<file path="src/rtl/serial_twos_complementer_n_if.sv">
// Serial word stream into and out of the two's-complementer.
// The master drives the input stream; the slave (the complementer) drives the result stream.
interface serial_twos_complementer_n_if;
    logic       in_valid;
    logic       in_sof;
    logic       x;
    logic [1:0] mode;
    logic       z;
    logic       out_valid;
    logic       out_sof;
    logic       out_eof;
    logic       ovf;
    logic       err;

    modport master (
        output in_valid, in_sof, x, mode,
        input  z, out_valid, out_sof, out_eof, ovf, err
    );

    modport slave (
        input  in_valid, in_sof, x, mode,
        output z, out_valid, out_sof, out_eof, ovf, err
    );
endinterface

</file>
<file path="src/rtl/serial_twos_complementer_n.sv">
// Bit-serial pass / negate / absolute-value unit, LSB first.
// A capture side frames input words; an output shifter emits each result word with registered outputs.
module serial_twos_complementer_n #(
    parameter int unsigned WIDTH = 8
) (
    input  logic                           clk,
    input  logic                           areset,
    serial_twos_complementer_n_if.slave    bus
);
    localparam int unsigned CW = $clog2(WIDTH);

    typedef enum logic [1:0] {IDLE, COPY, INVERT} state_e;

    state_e           state_q, state_d;
    logic [CW-1:0]    cnt_q, cnt_d;
    logic [CW-1:0]    rem_q, rem_d;
    logic [WIDTH-1:0] cap_q, cap_d;
    logic [WIDTH-1:0] sh_q, sh_d;
    logic [1:0]       mode_q, mode_d;
    logic             neg_q, neg_d;
    logic             ovf_flag_q, ovf_flag_d;
    logic             z_q, z_d;
    logic             out_valid_q, out_valid_d;
    logic             out_sof_q, out_sof_d;
    logic             out_eof_q, out_eof_d;
    logic             ovf_q, ovf_d;
    logic             err_q, err_d;

    logic             xfer;
    logic             neg_w;
    logic [WIDTH-1:0] word;

    // Capture side: a non-zero count means a word is open.
    always_comb begin
        cnt_d  = cnt_q;
        cap_d  = cap_q;
        mode_d = mode_q;
        err_d  = 1'b0;
        xfer   = 1'b0;
        word   = cap_q;
        word[WIDTH-1] = bus.x;
        if (bus.in_valid) begin
            if (bus.in_sof) begin
                err_d    = (cnt_q != '0);
                mode_d   = bus.mode;
                cap_d[0] = bus.x;
                cnt_d    = CW'(1);
            end else if (cnt_q != '0) begin
                cap_d[cnt_q] = bus.x;
                if (cnt_q == CW'(WIDTH - 1)) begin
                    xfer  = 1'b1;
                    cnt_d = '0;
                end else begin
                    cnt_d = cnt_q + CW'(1);
                end
            end
        end
        neg_w = (mode_q == 2'b01) || ((mode_q == 2'b10) && bus.x);
    end

    // Outputs are registered, so the state register holds the state that applies to
    // the next bit: bit 0 is emitted in COPY at the transfer edge itself.
    always_comb begin
        state_d     = state_q;
        sh_d        = sh_q;
        rem_d       = rem_q;
        neg_d       = neg_q;
        ovf_flag_d  = ovf_flag_q;
        z_d         = 1'b0;
        out_valid_d = 1'b0;
        out_sof_d   = 1'b0;
        out_eof_d   = 1'b0;
        ovf_d       = 1'b0;
        if (xfer) begin
            sh_d        = word >> 1;
            rem_d       = CW'(WIDTH - 1);
            neg_d       = neg_w;
            ovf_flag_d  = neg_w && (word == {1'b1, {(WIDTH-1){1'b0}}});
            z_d         = word[0];
            out_valid_d = 1'b1;
            out_sof_d   = 1'b1;
            state_d     = (neg_w && word[0]) ? INVERT : COPY;
        end else if (state_q != IDLE) begin
            z_d         = (state_q == INVERT) ? ~sh_q[0] : sh_q[0];
            out_valid_d = 1'b1;
            sh_d        = sh_q >> 1;
            rem_d       = rem_q - CW'(1);
            if (rem_q == CW'(1)) begin
                out_eof_d = 1'b1;
                ovf_d     = ovf_flag_q;
                state_d   = IDLE;
            end else if ((state_q == COPY) && neg_q && sh_q[0]) begin
                state_d = INVERT;
            end
        end
    end

    always_ff @(posedge clk) begin
        if (areset) begin
            state_q     <= IDLE;
            cnt_q       <= '0;
            rem_q       <= '0;
            cap_q       <= '0;
            sh_q        <= '0;
            mode_q      <= '0;
            neg_q       <= 1'b0;
            ovf_flag_q  <= 1'b0;
            z_q         <= 1'b0;
            out_valid_q <= 1'b0;
            out_sof_q   <= 1'b0;
            out_eof_q   <= 1'b0;
            ovf_q       <= 1'b0;
            err_q       <= 1'b0;
        end else begin
            state_q     <= state_d;
            cnt_q       <= cnt_d;
            rem_q       <= rem_d;
            cap_q       <= cap_d;
            sh_q        <= sh_d;
            mode_q      <= mode_d;
            neg_q       <= neg_d;
            ovf_flag_q  <= ovf_flag_d;
            z_q         <= z_d;
            out_valid_q <= out_valid_d;
            out_sof_q   <= out_sof_d;
            out_eof_q   <= out_eof_d;
            ovf_q       <= ovf_d;
            err_q       <= err_d;
        end
    end

    assign bus.z         = z_q;
    assign bus.out_valid = out_valid_q;
    assign bus.out_sof   = out_sof_q;
    assign bus.out_eof   = out_eof_q;
    assign bus.ovf       = ovf_q;
    assign bus.err       = err_q;
endmodule

</file>
<file path="src/flat_wrapper.sv">
// flat-port wrapper written by rule: the top's interface ports become plain ports
module serial_twos_complementer_n_flat 
#(
    parameter int unsigned WIDTH = 8
)
  (clk, areset, bus_in_valid, bus_in_sof, bus_x, bus_mode, bus_z, bus_out_valid, bus_out_sof, bus_out_eof, bus_ovf, bus_err);
  serial_twos_complementer_n_if bus_i ();
  input  logic clk;
  input  logic areset;
  input wire logic [$bits(bus_i.in_valid)-1:0] bus_in_valid;
  input wire logic [$bits(bus_i.in_sof)-1:0] bus_in_sof;
  input wire logic [$bits(bus_i.x)-1:0] bus_x;
  input wire logic [$bits(bus_i.mode)-1:0] bus_mode;
  output wire logic [$bits(bus_i.z)-1:0] bus_z;
  output wire logic [$bits(bus_i.out_valid)-1:0] bus_out_valid;
  output wire logic [$bits(bus_i.out_sof)-1:0] bus_out_sof;
  output wire logic [$bits(bus_i.out_eof)-1:0] bus_out_eof;
  output wire logic [$bits(bus_i.ovf)-1:0] bus_ovf;
  output wire logic [$bits(bus_i.err)-1:0] bus_err;
  assign bus_i.in_valid = bus_in_valid;
  assign bus_i.in_sof = bus_in_sof;
  assign bus_i.x = bus_x;
  assign bus_i.mode = bus_mode;
  assign bus_z = bus_i.z;
  assign bus_out_valid = bus_i.out_valid;
  assign bus_out_sof = bus_i.out_sof;
  assign bus_out_eof = bus_i.out_eof;
  assign bus_ovf = bus_i.ovf;
  assign bus_err = bus_i.err;
  serial_twos_complementer_n #(.WIDTH(WIDTH)) u_core (.clk(clk), .areset(areset), .bus(bus_i));
endmodule
</file>
<file path="config.mk">
export PLATFORM = sky130hd
export DESIGN_NAME = serial_twos_complementer_n_flat
export DESIGN_NICKNAME = d
export VERILOG_FILES = /design/src/rtl/serial_twos_complementer_n_if.sv /design/src/rtl/serial_twos_complementer_n.sv /design/src/flat_wrapper.sv
export SDC_FILE = /design/constraint.sdc
export NUM_CORES = 1
export LEC_CHECK = 0
export CELL_PAD_IN_SITES_DETAIL_PLACEMENT = 1
export CELL_PAD_IN_SITES_GLOBAL_PLACEMENT = 1
export CORE_AREA = 2 2 60 62
export DETAILED_ROUTE_END_ITERATION = 8
export DIE_AREA = 0 0 62 64
export MAX_ROUTING_LAYER = met4
export PLACE_DENSITY_LB_ADDON = 0.1
export SLEW_MARGIN = 25
export SYNTH_ARGS = -nofsm -noshare
export SYNTH_HDL_FRONTEND = slang
export SYNTH_SLANG_ARGS = --single-unit
</file>
<file path="constraint.sdc">
create_clock -name clk -period 2.5 [get_ports clk]
set_input_delay 0.375 -clock clk [delete_from_list [all_inputs] [get_ports clk]]
set_output_delay 0.375 -clock clk [all_outputs]
set_load 0.05 [all_outputs]
</file>
# == Yosys cells after proc, flatten, opt, wreduce, memory -nomap -nowiden ==
# Cells that the tools add are included.
# Widths: inputs -> output; s select.
# classes
order_cmp,2
eq_ne,7
n_bitwise,5
n_reduce_logical,19
add_sub_neg,2
n_mux,28
# ops
operator,n
$mux 3,5
$mux 1,14
$mux 7,2
$mux 2,5
$bwmux 8,1
$eq 8x8->1 const B,1
$logic_and 1x1->1,6
$reduce_and 2->1,3
$reduce_bool 2->1,3
$reduce_bool 3->1,2
$reduce_or 3->1,2
$not 1->1,5
$eq 2x1->1 const B,2
$eq 2x2->1 const B,2
$lt 3x4->1 const B,1
$reduce_or 4->1,1
$add 3x1->3 const B,1
$demux 1 s3,1
$eq 3x1->1 const B,1
$eq 3x3->1 const B,1
$ge 3x1->1 const B,1
$reduce_and 3->1,1
$sub 3x1->3 const B,1
$logic_or 1x1->1,1
# totals
output_inout_bits,6
elab_cells,78
input_bits,7
regBits,33

# == Longest topological paths before layout ==
# Gate-level depths: netlist (run 1).
# depth
depth_word,7
depth_mapped,7
depth_no_buf,6

# == Least setup slack after synthesis (run 1) ==
# OpenSTA, ideal clock, no wires.
# synth_path
path_type,register -> register
start,register u_core.cnt_q[0]
end,"register u_core.ovf_q, in the netlist u_core.bus.ovf"
t_required_ps,2441
arrival_time_ps,1429
stages_incl_launch_ff,8
setup_slack_ps,1012
setup_ps,59
path_cell_list,dfxtp_1 -> inv_1 -> ha_1 -> nand2b_2 -> and3_4 -> buf_6 -> nor4_4 -> and2_1
# synth_between
elab_chain_len,6
elab_cells_between_ends,7
# synth_rtl
element,line,rtl
"start, declared",serial_twos_complementer_n.sv:15,"logic [CW-1:0] cnt_q, cnt_d;"
"start signal, assigned",serial_twos_complementer_n.sv:116,cnt_q <= cnt_d;
$eq 3x3->1,serial_twos_complementer_n.sv:50,if (cnt_q == CW'(WIDTH - 1)) begin
$mux 1,serial_twos_complementer_n.sv:50,
$mux 1 *,serial_twos_complementer_n.sv:48,end else if (cnt_q != '0) begin
$mux 1 *,serial_twos_complementer_n.sv:43,if (bus.in_sof) begin
$mux 1 *,serial_twos_complementer_n.sv:42,if (bus.in_valid) begin
$reduce_or 4->1 (no source line) *,--,
"end signal, assigned",serial_twos_complementer_n.sv:127,ovf_q <= ovf_d;
"end, declared",serial_twos_complementer_n.sv:26,"logic ovf_q, ovf_d;"
# Mark *: on every way between the ends. The rest lies on a longest branch, timed or not.
# A chain may end at the register's enable or synchronous reset.

# == Worst setup path after layout (run 1) ==
# layout_path
start,"register u_core.err_q, in the netlist u_core.bus.err"
end,output bus_err
# layout_lines
element,line,rtl
"start, declared",serial_twos_complementer_n.sv:27,"logic err_q, err_d;"
"start signal, assigned",serial_twos_complementer_n.sv:128,err_q <= err_d;
"end, declared",flat_wrapper.sv:19,output wire logic [$bits(bus_i.err)-1:0] bus_err;
# No word-level cell between the ends.

==> results of run 1 <==
metal layers:
layer	up-vias	part of all wire, %	GRT usage [%]
met3	7	3.1	6.680
met4	0	1.2	6.383
met2	13	52	30.86
met1	560	44	23.49
met5	-	0	-
li1	610	-	-
tightest hold or removal path: stages (launching register included):
cell     delay (ps)
dfxtp_1         320
nand2_1          50
a21oi_1          50
report_power, final:
part           leakage [nW]  switching [W]  internal [W]
logic                 0.338      0.0000377     0.0000256
registers             0.258     0.00000766      0.000515
clock network        0.0380       0.000173      0.000134
total                 0.634       0.000218      0.000674
cell type report:
type                            count  area share (%)
Clock buffer                        6           3.083
Clock inverter                      2          0.6015
Inverter                            6           1.353
Multi-Input combinational cell    116           43.98
Sequential cell                    32           38.50
Tap cell                           46           3.459
Timing Repair Buffer               16           9.023
registers in the layout, indices dropped and copies added, names as in the netlist, 2 cells and up:
name / cells
u_core.cnt_q: 3
u_core.mode_q: 2
u_core.sh_q: 7
u_core.rem_q: 3
u_core.cap_q: 7
u_core.state_q: 2
final timing paths:
check | startpoint | endpoint | slack [ps] | depth (start not counted)
min reg2reg | u_core.ovf_flag_q | u_core.ovf_flag_q | 450 | 2
min | u_core.ovf_flag_q | u_core.ovf_flag_q | 450 | 2
max | u_core.bus.err | bus_err | 670 | 1
max reg2reg | u_core.cnt_q[0] | u_core.sh_q[5] | 790 | 7
synth_stat cells, types with 2 or more instances:
| cell type | instances |
|---|---|
| a211oi_1 | 2 |
| a21oi_1 | 13 |
| a311oi_1 | 6 |
| and2_1 | 2 |
| buf_2 | 3 |
| buf_6 | 3 |
| clkbuf_1 | 6 |
| dfxtp_1 | 32 |
| ha_1 | 5 |
| inv_1 | 6 |
| mux2i_1 | 7 |
| nand2_1 | 16 |
| nand2b_1 | 2 |
| nand3_1 | 6 |
| nand4_1 | 6 |
| nor2_1 | 18 |
| nor3_1 | 3 |
| nor4_1 | 2 |
| o21ai_0 | 11 |
| xor2_1 | 2 |
through the flow:
step	worst slack (ps)	power, W	utilization (%)	instance area, µm²	cells
after global placement	548.3	0.0005936	48.80	1603	216
final	672.7	0.0008924	50.67	1664	224
after global routing	560.5	0.0009476	50.67	1664	224
after detailed placement	494.4	0.0005981	48.80	1603	216
after CTS	646.4	0.0009096	50.67	1664	224
after floorplan	1012	0.0005745	-	1471	167
logic make-up (layout without fill, tap and decap cells):
kind of cell | Yosys count | count (layout) | share of synthesized area (%)
xor+xnor | 3 | 3 | 1.786
simple gates | 65 | 65 | 23.72
flops | 32 | 32 | 43.54
buf+inv | 19 | 30 | 6.717
fa+ha+maj | 5 | 5 | 4.252
compound gates | 35 | 35 | 14.46
mux | 8 | 8 | 5.527
==> impl_results.md, run 1 <==
* Post-route minimum period at 1827 ps
* Power Density at 536.2 nW/µm²
* Setup tns final at 0 ps
* EDFF count, synth at 0
* Final nets at 189
* ANT nets after route at 0
* Initial antenna violation count at 0
* Post-synth ARST share at 0%
* DR pass1 iterations at 3
* Most frequent standard cell in the layout excluding fill and tap cells: dfxtp_1
* Cell at the slowest stage of the critical path: clkdlybuf4s50_1
* Post-DR vias/cell at 5.313
* Cell Area, Synth at 1471 µm²
* Pins Over Slew Limit at 0
* CTS root buf: clkbuf_4
* Register area at 640.6 µm²
* Clock transition at path regs at 90 ps
* Largest net degree at the start of global routing at 24
* Max-Cap Viols at 0
* CP Buf/Inv Count at 1
* Dominant cells by area after synthesis: dfxtp_1 (44%), mux2i_1 (4.8%), nor2_1 (4.6%)
* Hold Violations, Final at 0
* Path type of the worst setup path: reg2out
* RSZ-0062 raised after global routing: false
* Die height at 64 µm
* Gr usage total at 19.76%
* CTS buffer count at 5
* Clock sinks at 32
* Fmax at 547.3 MHz
* H-tree levels at 2
* Slew @ Worst Pin at 577.6 ps
* IO Pins at 13
* Commonest non-fill, non-tap cells in the layout: dfxtp_1 (32), nor2_1 (18), nand2_1 (16)
* Mean Syn Cell Area at 8.811 µm²
* Setup Buffers After CTS at 0
* Synth Flop Type: dfxtp_1
* Routability-driven placement congestion ratio at 0.8379
* Final Cycle Share at 73.09%
* Layout cell share with drive strength beyond 1 at 10.11%
* TritonCTS clock tree: yes
* Worst clock skew at 5.542 ps
* Post-Route WL at 3209 µm
* Leakage at 0.6342 nW
* Tightest Hold Check Type: reg2reg
* Routed wire per std cell at 14.33 µm
* Port Buffer Count at 12
* Die area at 3968 µm²
* Mapped Nets at 179
* Post-cts gate resize count at 0
* Biggest area consumer among synthesized cells: dfxtp_1
* Core area at 3284 µm²
* Antenna cell count at 0
* Worst-Skew Late Latency at 330 ps
* Worst VDD drop at 0.3215 mV
* DR iter-0 viols at 28
* WP data arrival at 1450 ps
* Synth Instances at 167
* CP Capture Type: output port
* Total grt overflow at 0
* Detailed placement HPWL at 2348 µm
* Initial Utilization at 44.80%
* Area of the multi-input gates at 732.0 µm²
* Residual DRC count at 0
* Clock Tree Buf Depth at 2
* Post-CTS Hold Fix Bufs at 0
* Flop and latch count out of synthesis at 32
* Vias in the first global route at 1189
* Worst-path maximum fanout at 1
* Slew headroom at 61.35%
* Worst path cell trace: clkdlybuf4s50_1
* Warnings from Yosys at 0
* Vias after detailed routing at 1190
* Syn-to-layout area delta at 13.10%
* Worst path top cell family by delay: buffers and inverters
* Top cell type's share of synthesized area at 43.54%
* Startpoint Class: flip-flop
* Die Width at 62 µm
* Hold Slack at 454.4 ps
* Cell Rows at 21
* First-pass GRT wire length at 5602 µm
* Sequential share of the synthesized area at 43.54%
* Filler Cell Count at 417
* Crit path required time at 2120 ps
* Status: finished clean
* CP max stage delay at 800 ps
* Count of cell types in the netlist at 36
* Final setup violation count at 0
(Power assumes the default switching activity.)
==> run 2: changes to the inputs <==
- CORE_AREA: 2 2 60 62 -> 2 2 66 68
- DIE_AREA: 0 0 62 64 -> 0 0 68 70
- clock period: 2.5 -> 1.55 ns (I/O delays scaled with it)
==> run 2 against run 1 <==
Non-clock buffer count rose by 12. Via count is 5.1% higher. Clock-buffer cell count up 1. Utilization is 6.2 points lower. Routed wire length rose by 14%. Sequential power rose by 61%. Critical path depth is 5 higher. Design area is 11% higher. Total power is 110% higher. Die area grew 20%. Sequential share of layout area decreased by 3.8 points.
==> impl_results.md, run 2 (synthesis gave the netlist of run 1 again) <==
* Hold Startpoint: u_core.sh_q[6] (was u_core.ovf_flag_q)
* Hold Slack at 466.8 ps (was 454.4 ps)
* Hold Violations, Final at 0 (unchanged)
* Layout cell share with drive strength beyond 1 at 21.58% (was 10.11%)
* Syn-to-layout area delta at 25.34% (was 13.10%)
* ANT nets after route at 0 (unchanged)
* Antenna cell count at 0 (unchanged)
* Clock sinks at 32 (unchanged)
* Power Density at 1003 nW/µm² (was 536.2 nW/µm²)
* DR pass1 iterations at 4 (was 3)
* Post-CTS Hold Fix Bufs at 0 (unchanged)
* Filler Cell Count at 495 (was 417)
* Post-Route WL at 3672 µm (was 3209 µm)
* Final nets at 201 (was 189)
* Worst-Skew Late Latency at 290 ps (was 330 ps)
* DR iter-0 viols at 70 (was 28)
* Crit path required time at 1730 ps (was 2120 ps)
* Initial antenna violation count at 0 (unchanged)
* Vias after detailed routing at 1251 (was 1190)
* Detailed placement HPWL at 2700 µm (was 2348 µm)
* Pins Over Slew Limit at 0 (unchanged)
* Worst clock skew at 6.545 ps (was 5.542 ps)
* Initial Utilization at 35.51% (was 44.80%)
* Die area at 4760 µm² (was 3968 µm²)
* Commonest non-fill, non-tap cells in the layout: dfxtp_1 (32), buf_4 (21), nor2_1 (18) (was dfxtp_1 (32), nor2_1 (18), nand2_1 (16))
* CTS root buf: clkbuf_8 (was clkbuf_4)
* Clock transition at path regs at 70 ps (was 90 ps)
* Total grt overflow at 0 (unchanged)
* Worst hold stages at 2 (unchanged)
* Clock Tree Buf Depth at 2 (unchanged)
* Final Core Density at 44.50% (was 50.67%)
* Post-route minimum period at 1434 ps
* Status: finished clean (unchanged)
* FF-to-FF setup slack at 120 ps (was 790 ps)
* Slew headroom at 76.88% (was 61.35%)
* Routability-driven placement congestion ratio at 0.8150 (was 0.8379)
* Port Buffer Count at 12 (unchanged)
* Final setup violation count at 0 (unchanged)
* Worst VDD drop at 0.3557 mV (was 0.3215 mV)
* Final Cycle Share at 92.54%
* Die Width at 68 µm (was 62 µm)
* Tightest Hold Check Type: reg2reg (unchanged)
* Startpoint Class: flip-flop (unchanged)
* Core area at 4144 µm² (was 3284 µm²)
* Vias in the first global route at 1359 (was 1189)
* Largest registers: u_core.cap_q x7, u_core.sh_q x7 (unchanged)
* Gr usage total at 18.38% (was 19.76%)
* RR Startpoint: u_core.cnt_q[0] (unchanged)
* CP Capture Type: flip-flop (was output port)
* H-tree levels at 2 (unchanged)
* Fmax at 697.1 MHz
* Post-DR vias/cell at 5.169 (was 5.313)
* Residual DRC count at 0 (unchanged)
* Path type of the worst setup path: reg2reg (was reg2out)
* Max-Cap Viols at 0 (unchanged)
* Worst-path maximum fanout at 7 (was 1)
* Die height at 70 µm (was 64 µm)
* Hold EP: u_core.sh_q[6] (was u_core.ovf_flag_q)
* WP data arrival at 1620 ps (was 1450 ps)
* R2R Path End: u_core.state_q[0] (was u_core.sh_q[5])
* Slew @ Worst Pin at 343.7 ps (was 577.6 ps)
* Largest net degree at the start of global routing at 24 (unchanged)
* Reg2Reg Depth at 6 (was 7)
* Routed wire per std cell at 15.17 µm (was 14.33 µm)
* CTS buffer count at 5 (unchanged)
* TritonCTS clock tree: yes (unchanged)
* IO Pins at 13 (unchanged)
* Cell Rows at 24 (was 21)
* First-pass GRT wire length at 6341 µm (was 5602 µm)
* Most frequent standard cell in the layout excluding fill and tap cells: dfxtp_1 (unchanged)
* Setup Buffers After CTS at 0 (unchanged)
* Leakage at 0.7384 nW (was 0.6342 nW)
* RSZ-0062 raised after global routing: false (unchanged)
[run 2: cell count changes in the layout (fill, tap and decap cells not counted), sizes merged]
cell / before / now
clkdlybuf4s50: 12 / 6
buf: 4 / 22
bufinv: 0 / 1
clkbuf: 6 / 7
clkinv: 2 / 0
[run 2: how the worst max path moves through the flow]
stage	from	to	depth (start not counted)
finish	u_core.cnt_q[0]	u_core.state_q[0]	6
global placement	bus_in_valid	u_core.state_q[0]	5
floorplan	u_core.cnt_q[0]	u_core.bus.ovf	7
global route	u_core.cnt_q[0]	u_core.sh_q[0]	7
detailed placement	bus_in_valid	u_core.sh_q[0]	5
CTS	u_core.cnt_q[0]	u_core.sh_q[1]	7
[run 2: report_power, final]
| part | total [W] | internal [W] | switching (W) |
|---|---|---|---|
| Sequential | 0.000839 | 0.000831 | 0.00000877 |
| Clock | 0.000880 | 0.000567 | 0.000313 |
| Combinational | 0.000131 | 0.0000600 | 0.0000712 |
[run 2: layout make-up]
cell class | instances | area [µm²] | share of cell area (%)
Clock buffer | 7 | 96.34 | 5.224
Clock inverter | 1 | 30.03 | 1.628
Inverter | 6 | 22.52 | 1.221
Multi-Input combinational cell | 116 | 752.0 | 40.77
Sequential cell | 32 | 640.6 | 34.74
Tap cell | 52 | 65.06 | 3.528
Timing Repair Buffer | 28 | 237.7 | 12.89
[run 2: worst max-delay path, cell delays in order, from the launching register on]
cell and delay, ps:
dfxtp_1 380, inv_2 90, ha_4 180, nand2b_2 140, and3_4 260, nand3_1 120
and2_1 160
[run 2: through the flow]
stage	setup WS [ps]	cell area, µm²	std cells	setup TNS [ps]	power, W
4_1_cts	0.4587	1827	242	0	0.001877
2_1_floorplan	62.14	1471	167	0	0.0009266
6_report	115.6	1844	242	0	0.001850
3_5_place_dp	-89.39	1698	234	-606.3	0.0009824
5_1_grt	12.23	1844	242	0	0.001939
3_3_place_gp	-45.64	1698	234	-111.8	0.0009770
[run 2: timing repair]
item,CTS,global route
setup endpoints to repair,6,13
pin swaps,0,1
gates cloned,0,0
hold endpoints to repair,0,0
resized for setup,1,5
[run 2: layer usage]
metal / up-vias / share of wire (%) / GRT usage (%)
li1: 625 / - / -
met1: 600 / 43 / 20.32
met2: 18 / 51 / 29.77
met3: 8 / 2.8 / 5.475
met4: 0 / 2.9 / 8.444
met5: - / 0 / -
==> run 3: changes to the inputs <==
- PLACE_DENSITY_LB_ADDON: 0.1 -> 0.12
==> run 3 against run 2 <==
Clock-buffer cell count is 1 lower. Setup slack got worse by 31 ps. Total power fell by 5.4%. Worst hold slack got worse by 21 ps. Clock power decreased by 12%. Critical path depth decreased by 1. Largest power group is now registers. Utilization is 0.42 points lower.
==> impl_results.md, run 3 (synthesis gave the netlist of run 1 again) <==
* Cell at the slowest stage of the critical path: dfxtp_1 (unchanged)
* Largest registers: u_core.cap_q x7, u_core.sh_q x7 (unchanged)
* CP Buf/Inv Count at 0 (was 1)
* Die height at 70 µm (unchanged)
* Worst clock skew at 6.365 ps (was 6.545 ps)
* Worst path cell trace: ha_1 > ha_1 > and3_4 > nor4_4 > and2_1 (was inv_2 > ha_4 > nand2b_2 > and3_4 > nand3_1 > and2_1)
* H-tree levels at 2 (unchanged)
* Post-CTS Hold Fix Bufs at 0 (unchanged)
* Slew headroom at 77.19% (was 76.88%)
* Crit path required time at 1770 ps (was 1730 ps)
* Hold Violations, Final at 0 (unchanged)
* Core area at 4144 µm² (unchanged)
* Path type of the worst setup path: reg2reg (unchanged)
* Setup Buffers After CTS at 0 (unchanged)
* Initial antenna violation count at 0 (unchanged)
* Antenna cell count at 0 (unchanged)
* Fmax at 682.4 MHz (was 697.1 MHz)
* DR iter-0 viols at 54 (was 70)
* Hold Slack at 445.6 ps (was 466.8 ps)
* Clock sinks at 32 (unchanged)
* Cell Rows at 24 (unchanged)
* CTS root buf: clkbuf_8 (unchanged)
* Status: finished clean (unchanged)
* Worst path top cell family by delay: simple AND/OR/NAND/NOR gates (unchanged)
* Gr usage total at 17.68% (was 18.38%)
* CTS buffer count at 5 (unchanged)
* Port Buffer Count at 12 (unchanged)
* Clock Tree Buf Depth at 2 (unchanged)
* CP max stage delay at 350 ps (was 380 ps)
* Final Core Density at 44.08% (was 44.50%)
* Post-Route WL at 3586 µm (was 3672 µm)
* Fin area at 1827 µm² (was 1844 µm²)
* Vias in the first global route at 1321 (was 1359)
* RSZ-0062 raised after global routing: false (unchanged)
* Clock transition at path regs at 70 ps (about the same)
* Layout cell share with drive strength beyond 1 at 20.11% (was 21.58%)
* Largest net degree at the start of global routing at 24 (unchanged)
* Most frequent standard cell in the layout excluding fill and tap cells: dfxtp_1 (unchanged)
* Routability-driven placement congestion ratio at 0.8468 (was 0.8150)
* Final nets at 200 (was 201)
* Power Density at 958.4 nW/µm² (was 1003 nW/µm²)
* Die Width at 68 µm (unchanged)
* Total power at 0.001751 W (was 0.001850 W)
* Commonest non-fill, non-tap cells in the layout: dfxtp_1 (32), buf_4 (20), nor2_1 (18) (was dfxtp_1 (32), buf_4 (21), nor2_1 (18))
* Pins Over Slew Limit at 0 (unchanged)
* Final Cycle Share at 94.54% (was 92.54%)
* CP Capture Type: flip-flop (unchanged)
* Routed wire per std cell at 14.88 µm (was 15.17 µm)
* Worst VDD drop at 0.3930 mV (was 0.3557 mV)
* Detailed placement HPWL at 2557 µm (was 2700 µm)
* Final setup violation count at 0 (unchanged)
* Syn-to-layout area delta at 24.15% (was 25.34%)
* DR pass1 iterations at 4 (unchanged)
* Vias after detailed routing at 1239 (was 1251)
* Die area at 4760 µm² (unchanged)
* Tightest Hold Check Type: reg2reg (unchanged)
* DP Area at 1690 µm² (was 1698 µm²)
* Max-Cap Viols at 0 (unchanged)
* Startpoint Class: flip-flop (unchanged)
* TritonCTS clock tree: yes (unchanged)
* Slew @ Worst Pin at 339.0 ps (was 343.7 ps)
* Worst-Skew Late Latency at 280 ps (was 290 ps)
* Initial Utilization at 35.51% (unchanged)
* Post-route minimum period at 1465 ps (was 1434 ps)
* Residual DRC count at 0 (unchanged)
* Total grt overflow at 0 (unchanged)
* First-pass GRT wire length at 6196 µm (was 6341 µm)
* ANT nets after route at 0 (unchanged)
* IO Pins at 13 (unchanged)
* Crit path top cell by count: ha_1
* Post-DR vias/cell at 5.141 (was 5.169)
* WP data arrival at 1690 ps (was 1620 ps)
* Leakage at 0.7302 nW (was 0.7384 nW)
* Worst-path maximum fanout at 6 (was 7)
==> run 3: cell type report <==
type | count | area [µm²]
Timing Repair Buffer | 27 | 230.2
Multi-Input combinational cell | 116 | 760.7
Clock inverter | 2 | 35.03
Fill cell | 483 | 2317
Sequential cell | 32 | 640.6
Clock buffer | 6 | 72.57
Inverter | 6 | 22.52
Tap cell | 52 | 65.06
==> run 3: routing by layer <==
| metal | share of wire, % | GRT usage (%) |
|---|---|---|
| met3 | 2.5 | 4.831 |
| met2 | 51 | 27.72 |
| met4 | 0.81 | 4.889 |
| met5 | 0 | - |
| met1 | 46 | 22.17 |
==> run 3: path summary, 6_finish.rpt <==
check / startpoint / end / slack (ps) / depth (start not counted)
max: u_core.cnt_q[0] / u_core.bus.ovf / 80 / 5
min: u_core.ovf_flag_q / u_core.ovf_flag_q / 450 / 2
max reg2reg: u_core.cnt_q[0] / u_core.bus.ovf / 80 / 5
min reg2reg: u_core.ovf_flag_q / u_core.ovf_flag_q / 450 / 2
==> run 3: timing repair <==
action / 4_1_cts / 5_1_grt
hold endpoints to repair: 0 / 0
endpoints found under the setup margin: 10 / 11
gates resized for setup: 3 / 3
pin swaps: 0 / 1
gates cloned: 0 / 0
==> run 3: power by group <==
group / switching, W / leakage, nW / internal, W
clock: 0.000302 / 0.0552 / 0.000477
combinational: 0.0000734 / 0.417 / 0.0000595
sequential: 0.00000885 / 0.258 / 0.000831
total: 0.000384 / 0.730 / 0.00137
==> run 3: worst register-to-register path: cells and delay by family, from the launching register on <==
kind / cells / cell delay [ps]
AND/OR/NAND/NOR: 3 / 600
adder cells (fa/ha/maj): 2 / 460
flip-flops: 1 / 350
==> run 3: stage by stage <==
| stage | cells | worst slack, ps | setup TNS (ps) |
|---|---|---|---|
| 2_1_floorplan | 167 | 62.14 | 0 |
| 3_3_place_gp | 233 | -47.12 | -136.6 |
| 3_5_place_dp | 233 | -76.36 | -564.9 |
| 4_1_cts | 241 | 21.99 | 0 |
| 5_1_grt | 241 | 4.828 | 0 |
| 6_report | 241 | 84.58 | 0 |
